$ cat config.mk
export PLATFORM = sky130hd
export DESIGN_NAME = dbg_responder
export DESIGN_NICKNAME = d
export VERILOG_FILES = /design/src/rtl/dbg_responder.sv
export SDC_FILE = /design/constraint.sdc
export NUM_CORES = 1
export LEC_CHECK = 0
export CAP_MARGIN = 20
export CORE_ASPECT_RATIO = 0.6
export CORE_MARGIN = 2
export CORE_UTILIZATION = 40
export DETAILED_ROUTE_END_ITERATION = 8
export PLACE_DENSITY = 0.65
export SLEW_MARGIN = 0
export SYNTH_ARGS = -nofsm -noshare
export SYNTH_HDL_FRONTEND = slang
export SYNTH_SLANG_ARGS = --single-unit
export TNS_END_PERCENT = 100
$ cat constraint.sdc
create_clock -name clk -period 2.5 [get_ports clk]
set_input_delay 0.25 -clock clk [delete_from_list [all_inputs] [get_ports clk]]
set_output_delay 0.25 -clock clk [all_outputs]
set_load 0.02 [all_outputs]
$ cat src/rtl/dbg_responder.sv
// dbg_responder: debug host command engine for register reads, cycle/retire counters and halt/step control
module dbg_responder #(
    parameter int DATA_W        = 32,
    parameter int ADDR_W        = 5,
    parameter int RF_LAT        = 1,
    parameter int HALT_ON_RESET = 0
) (
    input  logic              clk,
    input  logic              rst_n,
    input  logic              dbg_req_valid,
    output logic              dbg_req_ready,
    input  logic [2:0]        dbg_cmd,
    input  logic [ADDR_W-1:0] dbg_addr,
    input  logic [7:0]        dbg_arg,
    output logic              dbg_rsp_valid,
    input  logic              dbg_rsp_ready,
    output logic [DATA_W-1:0] dbg_rsp_data,
    output logic              dbg_rsp_err,
    output logic              rf_rd_en,
    output logic [ADDR_W-1:0] rf_rd_addr,
    input  logic [DATA_W-1:0] rf_rd_data,
    input  logic              cpu_retire,
    output logic              cpu_stall,
    output logic              halted
);
    typedef enum logic [2:0] {IDLE, RF_RD, RF_WAIT, STEP, RESP} state_t;

    localparam logic [2:0] OP_READ_REG = 3'd1;
    localparam logic [2:0] OP_READ_CYC = 3'd2;
    localparam logic [2:0] OP_HALT     = 3'd3;
    localparam logic [2:0] OP_RESUME   = 3'd4;
    localparam logic [2:0] OP_STEP     = 3'd5;
    localparam logic [2:0] OP_READ_RET = 3'd6;
    localparam logic [2:0] OP_BAD      = 3'd7;
    localparam logic [1:0] LAT_SAMPLE  = 2'(RF_LAT - 1);
    localparam logic [1:0] LAT_DONE    = 2'(RF_LAT);

    state_t            state, state_nxt;
    logic              pend;
    logic [2:0]        cmd;
    logic [ADDR_W-1:0] addr;
    logic [7:0]        arg, step_cnt;
    logic [1:0]        wait_cnt;
    logic [DATA_W-1:0] cyc, ret, cyc_nxt, ret_nxt, data, data_nxt;
    logic              err, err_nxt, stall, stall_nxt, hlt, hlt_nxt;

    assign cyc_nxt       = stall ? cyc : cyc + 1'b1;
    assign ret_nxt       = cpu_retire ? ret + 1'b1 : ret;
    assign dbg_req_ready = (state == IDLE) && !pend;
    assign dbg_rsp_valid = state == RESP;
    assign dbg_rsp_data  = data;
    assign dbg_rsp_err   = err;
    assign rf_rd_en      = state == RF_RD;
    assign rf_rd_addr    = addr;
    assign cpu_stall     = stall;
    assign halted        = hlt;

    // Next state, response payload and run control; counter reads capture the value the counter takes at the RESP-entry edge
    always_comb begin
        state_nxt = state;
        data_nxt  = data;
        err_nxt   = err;
        stall_nxt = stall;
        hlt_nxt   = hlt;
        case (state)
            IDLE: begin
                if (pend) begin
                    state_nxt = RESP;
                    data_nxt  = '0;
                    err_nxt   = 1'b0;
                    case (cmd)
                        OP_READ_CYC: data_nxt = cyc_nxt;
                        OP_READ_RET: data_nxt = ret_nxt;
                        OP_BAD:      err_nxt  = 1'b1;
                        OP_HALT: begin
                            data_nxt  = cyc_nxt;
                            stall_nxt = 1'b1;
                            hlt_nxt   = 1'b1;
                        end
                        OP_RESUME: begin
                            data_nxt  = ret_nxt;
                            stall_nxt = 1'b0;
                            hlt_nxt   = 1'b0;
                        end
                        OP_STEP: begin
                            err_nxt   = !(hlt && arg != 8'd0);
                            state_nxt = err_nxt ? RESP : STEP;
                            stall_nxt = err_nxt ? stall : 1'b0;
                        end
                        default: ;
                    endcase
                end else if (dbg_req_valid && dbg_cmd == OP_READ_REG) begin
                    state_nxt = RF_RD;
                end
            end
            RF_RD: begin
                state_nxt = RF_WAIT;
                err_nxt   = 1'b0;
            end
            RF_WAIT: begin
                data_nxt  = (wait_cnt == LAT_SAMPLE) ? rf_rd_data : data;
                state_nxt = (wait_cnt == LAT_DONE) ? RESP : RF_WAIT;
            end
            STEP: begin
                if (cpu_retire && 8'(step_cnt + 8'd1) == arg) begin
                    state_nxt = RESP;
                    stall_nxt = 1'b1;
                    data_nxt  = ret_nxt;
                    err_nxt   = 1'b0;
                end
            end
            RESP: state_nxt = dbg_rsp_ready ? IDLE : RESP;
            default: state_nxt = IDLE;
        endcase
    end

    // State, command latch, counters and sequencing registers
    always_ff @(posedge clk) begin
        if (!rst_n) begin
            state    <= IDLE;
            pend     <= 1'b0;
            cmd      <= '0;
            addr     <= '0;
            arg      <= '0;
            data     <= '0;
            err      <= 1'b0;
            stall    <= HALT_ON_RESET != 0;
            hlt      <= HALT_ON_RESET != 0;
            cyc      <= '0;
            ret      <= '0;
            step_cnt <= '0;
            wait_cnt <= '0;
        end else begin
            state    <= state_nxt;
            data     <= data_nxt;
            err      <= err_nxt;
            stall    <= stall_nxt;
            hlt      <= hlt_nxt;
            cyc      <= cyc_nxt;
            ret      <= ret_nxt;
            pend     <= dbg_req_valid && dbg_req_ready && dbg_cmd != OP_READ_REG;
            wait_cnt <= (state == RF_WAIT) ? wait_cnt + 2'd1 : 2'd0;
            step_cnt <= (state == STEP) ? step_cnt + 8'(cpu_retire) : 8'd0;
            if (dbg_req_valid && dbg_req_ready) begin
                cmd  <= dbg_cmd;
                addr <= dbg_addr;
                arg  <= dbg_arg;
            end
        end
    end
endmodule
# After elaboration in Yosys (flattened, before gate mapping)
# Cells that the tools add are included.
[word_totals]
regBits = 129
inputBits = 53
wordCells = 87
out_inout_bits = 43
[op_classes]
eq_ne = 20
n_addsub = 5
n_reduce_logical = 24
mux = 25
[op_table]
columns = ["op", "count"]
rows = [
  ["$mux W32", 5],
  ["$pmux W32 S3", 1],
  ["$add A32 B1 Y32 const B", 2],
  ["$pmux W32 S2", 1],
  ["$mux W3", 7],
  ["$eq A3 B3 Y1 const B", 5],
  ["$pmux W3 S5", 1],
  ["$eq A3 B2 Y1 const B", 4],
  ["$add A8 B1 Y8", 1],
  ["$add A8 B1 Y8 const B", 1],
  ["$eq A8 B8 Y1", 1],
  ["$reduce_bool A8 Y1", 1],
  ["$eq A3 B1 Y1 const B", 2],
  ["$logic_and A1 B1 Y1", 6],
  ["$ne A2 B2 Y1 const B", 3],
  ["$pmux W1 S2", 3],
  ["$pmux W1 S3", 2],
  ["$reduce_and A2 Y1", 3],
  ["$reduce_and A3 Y1", 2],
  ["$reduce_bool A3 Y1", 2],
  ["$mux W1", 5],
  ["$reduce_and A5 Y1", 1],
  ["$ne A4 B1 Y1 const B", 1],
  ["$reduce_and A4 Y1", 1],
  ["10 further kinds", 13],
]

# Depth between registers and ports, before layout
# Gate-level depths: netlist (run 1).
[depth]
depth_word = 6
ltp_mapped = 10
ltp_nobuf = 8

# Worst setup path after synthesis (run 1)
# Ideal clock, no wire load.
[synth_timing]
kind = "register -> register"
from = "register state[0]"
to = "register arg[6]"
setup_slack_ns = -0.034
path_buffers = 3
setup_ns = 0.071
required_ns = 2.429
stages_incl_launch_ff = 8
arrival_ns = 2.464
period_less_slack_ns = 2.534
path_cell_list = "dfxtp_1 clkbuf_1 nor4_1 and2_0 clkbuf_1 clkbuf_1 nand2_1 a21oi_1"
[synth_via]
elab_chain_len = 3
[synth_rtl]
columns = ["item", "line", "rtl"]
rows = [
  ["from (decl)", "38", "state_t state, state_nxt;"],
  ["from (signal assigned)", "134", "state <= state_nxt;"],
  ["$logic_not A3 Y1", "49", "assign dbg_req_ready = (state == IDLE) && !pend;"],
  ["$logic_and A1 B1 Y1", "49", ""],
  ["net dbg_req_ready", "11", "output logic dbg_req_ready,"],
  ["$logic_and A1 B1 Y1", "144", "if (dbg_req_valid && dbg_req_ready) begin"],
  ["to (signal assigned)", "147", "arg <= dbg_arg;"],
  ["to (decl)", "42", "logic [7:0] arg, step_cnt;"],
]
# The timed path passes the listed nets, and every way through them passes these cells.
# A chain may end at the register's enable or synchronous reset.

# Final worst setup path (run 1)
[layout_timing]
from = "register step_cnt[6]"
to = "register data[20] (netlist: dbg_rsp_data[20])"
[layout_via]
elab_chain_len = 5
[layout_rtl]
columns = ["item", "line", "rtl"]
rows = [
  ["from (decl)", "42", ""],
  ["from (signal assigned)", "143", "step_cnt <= (state == STEP) ? step_cnt + 8'(cpu_retire) : 8'd0;"],
  ["$add A8 B1 Y8", "105", "if (cpu_retire && 8'(step_cnt + 8'd1) == arg) begin"],
  ["$eq A8 B8 Y1", "105", ""],
  ["$logic_and A1 B1 Y1", "105", ""],
  ["$ne A2 B2 Y1 (no line)", "n/a", ""],
  ["$reduce_and A4 Y1 (no line)", "n/a", ""],
  ["to (signal assigned)", "135", "data <= data_nxt;"],
  ["to (decl)", "44", "logic [DATA_W-1:0] cyc, ret, cyc_nxt, ret_nxt, data, data_nxt;"],
]
# No other way between the ends.

==> impl_results.html, run 1 <==
<table>
<tr><th>Metric</th><th>Value</th></tr>
<tr><th colspan="2">Final layout</th></tr>
<tr><td>Filler cell count</td><td>1,440</td></tr>
<tr><td>Post-layout nets</td><td>976</td></tr>
<tr><td>Final core occ</td><td>54.9%</td></tr>
<tr><td>Inserted Diodes</td><td>0</td></tr>
<tr><td>Total area of multi-input combinational cells</td><td>0.00366 mm²</td></tr>
<tr><td>Register area</td><td>0.00259 mm²</td></tr>
<tr><td>Share of post-route cells with drive strength above 1</td><td>13.1%</td></tr>
<tr><td>Area grow syn2layout</td><td>31.9%</td></tr>
<tr><td>Number of non-filler instances in the completed layout</td><td>1,132</td></tr>
<tr><th colspan="2">Min path</th></tr>
<tr><td>Min-Delay Endpoint</td><td>rf_rd_addr[3]$_SDFFE_PN0P_</td></tr>
<tr><td>Hold depth</td><td>3</td></tr>
<tr><td>Hold path startpoint</td><td>dbg_addr[3]</td></tr>
<tr><td>Path type of the worst min-delay path</td><td>in -&gt; reg</td></tr>
<tr><th colspan="2">Synth</th></tr>
<tr><td>Proportion of synthesized chip area in sequential cells</td><td>39.8%</td></tr>
<tr><td>Post-Synthesis Mean Instance Area</td><td>8.12 µm²</td></tr>
<tr><td>Ys async rst share</td><td>0%</td></tr>
<tr><td>Register bit count reported by yosys</td><td>129</td></tr>
<tr><td>Top flip-flop cell by instance count after synthesis</td><td>sky130_fd_sc_hd__dfxtp_1</td></tr>
<tr><td>Number of warnings issued by yosys</td><td>0</td></tr>
<tr><td>Mapped Area</td><td>0.00648 mm²</td></tr>
<tr><td>Number of distinct library cells after synthesis</td><td>66</td></tr>
<tr><td>Post-Syn Nets</td><td>858</td></tr>
<tr><td>Post-Synthesis Cells</td><td>798</td></tr>
<tr><td>Count of flip-flops with a built-in enable after synthesis</td><td>0</td></tr>
<tr><th colspan="2">Critical path</th></tr>
<tr><td>Nature of the critical path startpoint</td><td>flip-flop</td></tr>
<tr><td>R2r setup slk</td><td>0.04 ns</td></tr>
<tr><td>Buffers &amp; Inverters on Critical Path</td><td>1</td></tr>
<tr><td>Required @ worst endpoint</td><td>2.81 ns</td></tr>
<tr><td>Reg-to-reg critical path endpoint</td><td>dbg_rsp_data[20]$_SDFFE_PN0P_</td></tr>
<tr><td>R2r startpoint</td><td>step_cnt[6]$_SDFF_PN0_</td></tr>
<tr><td>Delay of the slowest cell on the worst path</td><td>0.40 ns</td></tr>
<tr><td>Largest fanout on the critical path</td><td>13</td></tr>
<tr><td>Path type of the worst setup path</td><td>reg -&gt; reg</td></tr>
<tr><td>Launch point of the critical path</td><td>step_cnt[6]$_SDFF_PN0_</td></tr>
<tr><td>Chain of cells forming the critical path</td><td>nand4_1 -&gt; nor4_2 -&gt; o32ai_2 -&gt; o41a_4 -&gt; or3_1 -&gt; buf_6 -&gt; and3_1 -&gt; a31o_1</td></tr>
<tr><td>Number of cell instances on the worst register-to-register path</td><td>8</td></tr>
<tr><td>Setup crit end kind</td><td>flip-flop</td></tr>
<tr><td>Data arrival time of the critical path</td><td>2.77 ns</td></tr>
<tr><td>Critical-path cell with the highest stage delay</td><td>sky130_fd_sc_hd__dfxtp_1</td></tr>
<tr><td>Crit path max-delay family</td><td>simple AND/OR/NAND/NOR gates</td></tr>
<tr><th colspan="2">STA</th></tr>
<tr><td>Max frequency</td><td>0.407 GHz</td></tr>
<tr><td>Hold Fails Final Rpt</td><td>0</td></tr>
<tr><td>Slew Limit Headroom</td><td>58.0%</td></tr>
<tr><td>Final period utilization</td><td>98.3%</td></tr>
<tr><td>Setup repair after global routing missed its margin</td><td>true</td></tr>
<tr><td>Crit path time final</td><td>2.46 ns</td></tr>
<tr><td>Maximum clock skew at final layout</td><td>0.0128 ns</td></tr>
<tr><td>Final number of setup-violating endpoints</td><td>0</td></tr>
<tr><td>Number of max-slew violations in the final report</td><td>0</td></tr>
<tr><td>Slew at the pin closest to its max-slew limit</td><td>0.625 ns</td></tr>
<tr><th colspan="2">Place</th></tr>
<tr><td>Placed wire-length estimate after detailed placement</td><td>15.0 mm</td></tr>
<tr><td>Instance count after placement with tap cells included</td><td>1,098</td></tr>
<tr><td>Buffers on Ports</td><td>95</td></tr>
<tr><td>RD Place Congestion</td><td>0.907</td></tr>
<tr><th colspan="2">Clocking</th></tr>
<tr><td>Count of H-tree levels built during CTS</td><td>4</td></tr>
<tr><td>Reg clk slew, reported paths</td><td>0.06 ns</td></tr>
<tr><td>Inserted Clock Buffers</td><td>17</td></tr>
<tr><td>Clock latency reported for the late side of the worst-skew pair</td><td>0.42 ns</td></tr>
<tr><td>Number of sinks driven by the clock tree</td><td>129</td></tr>
<tr><td>Root buffer selected by CTS</td><td>sky130_fd_sc_hd__clkbuf_16</td></tr>
<tr><td>Clock Tree Buf Depth</td><td>2</td></tr>
<tr><td>CTS tree</td><td>done</td></tr>
<tr><th colspan="2">Run</th></tr>
<tr><td>Maximum capacitance violations</td><td>0</td></tr>
<tr><th colspan="2">Global route</th></tr>
<tr><td>Antenna violations before repair</td><td>0</td></tr>
<tr><td>Met2 capacity usage during global routing</td><td>32.4%</td></tr>
<tr><td>Number of global-route vias before repair</td><td>5,776</td></tr>
<tr><td>Global-route wire length before repair</td><td>32.6 mm</td></tr>
<tr><td>Overall routing resource usage</td><td>24.4%</td></tr>
<tr><td>Top Usage Layer GRT</td><td>met1</td></tr>
<tr><td>Global route total overflow</td><td>0</td></tr>
<tr><td>Met3 Usage GRT</td><td>4.15%</td></tr>
<tr><td>Met1 usage</td><td>39.0%</td></tr>
<tr><td>Pin count of the biggest net entering global routing</td><td>48</td></tr>
<tr><th colspan="2">Floorplan</th></tr>
<tr><td>Overall die height</td><td>103 µm</td></tr>
<tr><td>Number of cell rows</td><td>35</td></tr>
<tr><td>Num ports</td><td>96</td></tr>
<tr><td>Die ar.</td><td>0.0173 mm²</td></tr>
<tr><td>Die X-Extent</td><td>168 µm</td></tr>
<tr><td>Initial core utilization</td><td>41.6%</td></tr>
<tr><td>Core box area</td><td>0.0156 mm²</td></tr>
<tr><th colspan="2">Drt</th></tr>
<tr><td>Detail Route Antenna Nets</td><td>0</td></tr>
<tr><td>Vias after detailed routing</td><td>6,367</td></tr>
<tr><td>DRC Markers</td><td>0</td></tr>
<tr><td>Initial DRC count</td><td>626</td></tr>
<tr><td>Detailed Route WL</td><td>20.8 mm</td></tr>
<tr><td>Routed vias/inst</td><td>5.62</td></tr>
<tr><td>Total iterations of the first detailed-routing run</td><td>5</td></tr>
<tr><td>Routed wirelength normalized by instance count</td><td>18.4 µm</td></tr>
<tr><th colspan="2">Power and ir drop</th></tr>
<tr><td>Total leakage power</td><td>3.08 nW</td></tr>
<tr><td>Power density over cell area</td><td>654 mW/mm²</td></tr>
<tr><td>Largest vdd supply drop</td><td>0.429 mV</td></tr>
<tr><th colspan="2">Status</th></tr>
<tr><td>Outcome</td><td>complete, no violations</td></tr>
</table>
-- layer usage --
metal	up-vias	share of wire [%]
met5	-	0
met1	2984	52
met3	27	7.8
met4	0	1.6
li1	3060	-
met2	296	38
-- metrics by stage --
step / cell area, µm² / hold slack (ns) / total power [mW] / setup slack, ns / TNS, ns
6_report: 8550 / 0.375 / 5.59 / 0.0421 / 0
5_1_grt: 8550 / 0.379 / 5.79 / -0.0402 / -0.107
4_1_cts: 8470 / 0.364 / 5.58 / 0.000209 / 0
3_5_place_dp: 7880 / 0.448 / 3.09 / -0.0145 / -0.0200
3_3_place_gp: 7880 / 0.442 / 3.09 / 0.0312 / 0
2_1_floorplan: 6490 / 0.350 / 2.73 / 0.0362 / 0
-- tightest hold or removal path: cells and delay by family --
| kind | cells | cell delay (ns) |
|---|---|---|
| buf+inv | 1 | 0.40 |
| simple gates | 1 | 0.05 |
| compound gates | 1 | 0.05 |
-- flip-flops by register name, summed over array words and instances, names as in the netlist --
| register | flops |
|---|---|
| wait_cnt | 2 |
| ret | 32 |
| state | 3 |
| pend | 1 |
| rf_rd_addr | 5 |
| arg | 8 |
| cpu_stall | 1 |
| step_cnt | 8 |
| cyc | 32 |
| dbg_rsp_err | 1 |
| cmd | 3 |
| dbg_rsp_data | 32 |
| halted | 1 |
-- how the worst max path moves through the flow --
stage                                          to  slack (ns)  cells after the start
floorplan           dbg_rsp_data[13]$_SDFFE_PN0P_        0.04                     10
global placement    dbg_rsp_data[31]$_SDFFE_PN0P_        0.03                      9
detailed placement  dbg_rsp_data[31]$_SDFFE_PN0P_       -0.01                      9
CTS                 dbg_rsp_data[20]$_SDFFE_PN0P_      0.0002                      9
global route        dbg_rsp_data[26]$_SDFFE_PN0P_       -0.04                      9
finish              dbg_rsp_data[20]$_SDFFE_PN0P_        0.04                      8
-- layout by cell type (no fill, tap or decap), drive strengths merged, types with 3 or more instances in the layout --
cell           Yosys  routed
and4               6       6
nor4              13      13
clkinv             0       6
o32ai              3       3
and2              15      15
a21oi             61      61
a221oi             4       4
a211oi            12      12
o22ai              5       5
nand4             26      26
nand2b             6       6
o221ai            16      16
and3              13      13
xor2              34      34
nor3              21      21
o211ai            16      16
clkbuf            41      18
ha                 7       7
buf               14      59
o21ai             19      19
nand2             84      84
nor2             114     114
or4                3       3
nor2b              6       6
o31ai              3       3
dfxtp            129     129
o21a               3       3
clkdlybuf4s50      0      95
nand3             40      40
inv               13      18
xnor2             44      44
-- cell type report --
cell class / instances / share of cell area (%)
timing repair buffer: 154 / 16.5
clock inverter: 14 / 1.83
multi-input combinational: 601 / 42.8
clock buffer: 18 / 5.02
tap: 203 / 2.97
sequential: 129 / 30.3
inverter: 13 / 0.571
-- timing repair --
item	CTS	global route
hold buffers	0	0
resized for setup	1	21
setup endpoints to repair	12	32
hold endpoints to repair	0	0
pin swaps	0	3
setup buffers	0	2
-- Yosys cell counts, types with 4 or more instances --
library cell                 n  area [µm²]
sky130_fd_sc_hd__nor2b_1     6        37.5
sky130_fd_sc_hd__nand4_1    24         150
sky130_fd_sc_hd__o21ai_0    17        85.1
sky130_fd_sc_hd__a21oi_1    61         305
sky130_fd_sc_hd__ha_1        7        87.6
sky130_fd_sc_hd__clkbuf_1   41         154
sky130_fd_sc_hd__dfxtp_1   129        2580
sky130_fd_sc_hd__and2_1     14        87.6
sky130_fd_sc_hd__and4_1      6        52.6
sky130_fd_sc_hd__o22ai_1     5        31.3
sky130_fd_sc_hd__xnor2_1    44         385
sky130_fd_sc_hd__nor2_1    114         428
sky130_fd_sc_hd__xor2_1     34         298
sky130_fd_sc_hd__nor4_1     11        68.8
sky130_fd_sc_hd__inv_1      13        48.8
sky130_fd_sc_hd__nand2b_1    6        37.5
sky130_fd_sc_hd__buf_1       5        18.8
sky130_fd_sc_hd__o221ai_1   16         140
sky130_fd_sc_hd__a211oi_1   12        90.1
sky130_fd_sc_hd__and3_1     12        75.1
sky130_fd_sc_hd__buf_2       4        20.0
sky130_fd_sc_hd__nor3_1     20         100
sky130_fd_sc_hd__nand2_1    84         315
sky130_fd_sc_hd__nand3_1    40         200
sky130_fd_sc_hd__o211ai_1   16         120
-- cell families after synthesis --
| group | count (synthesis) | synth area share [%] |
|---|---|---|
| buffers and inverters | 68 | 4.53 |
| muxes | 3 | 0.482 |
| xor gates and xnor gates | 78 | 10.5 |
| AOI/OAI and AO/OA | 157 | 16.2 |
| adders and majority gates | 7 | 1.35 |
| and+or+nand+nor | 356 | 27.1 |
| DFF | 129 | 39.8 |
-- report_power, final --
part           switching [mW]  internal (mW)  leakage [nW]
registers              0.0690           2.12          1.05
clock network            1.01           1.49         0.286
logic                   0.524          0.374          1.75
Note: power is estimated with default switching activity, not from simulation.
==> inputs of run 2 (changes only) <==
Settings changed: SLEW_MARGIN 0 to 20.
==> results of run 2 <==
The final DEF is identical to that of run 1; final timing and power are the same.
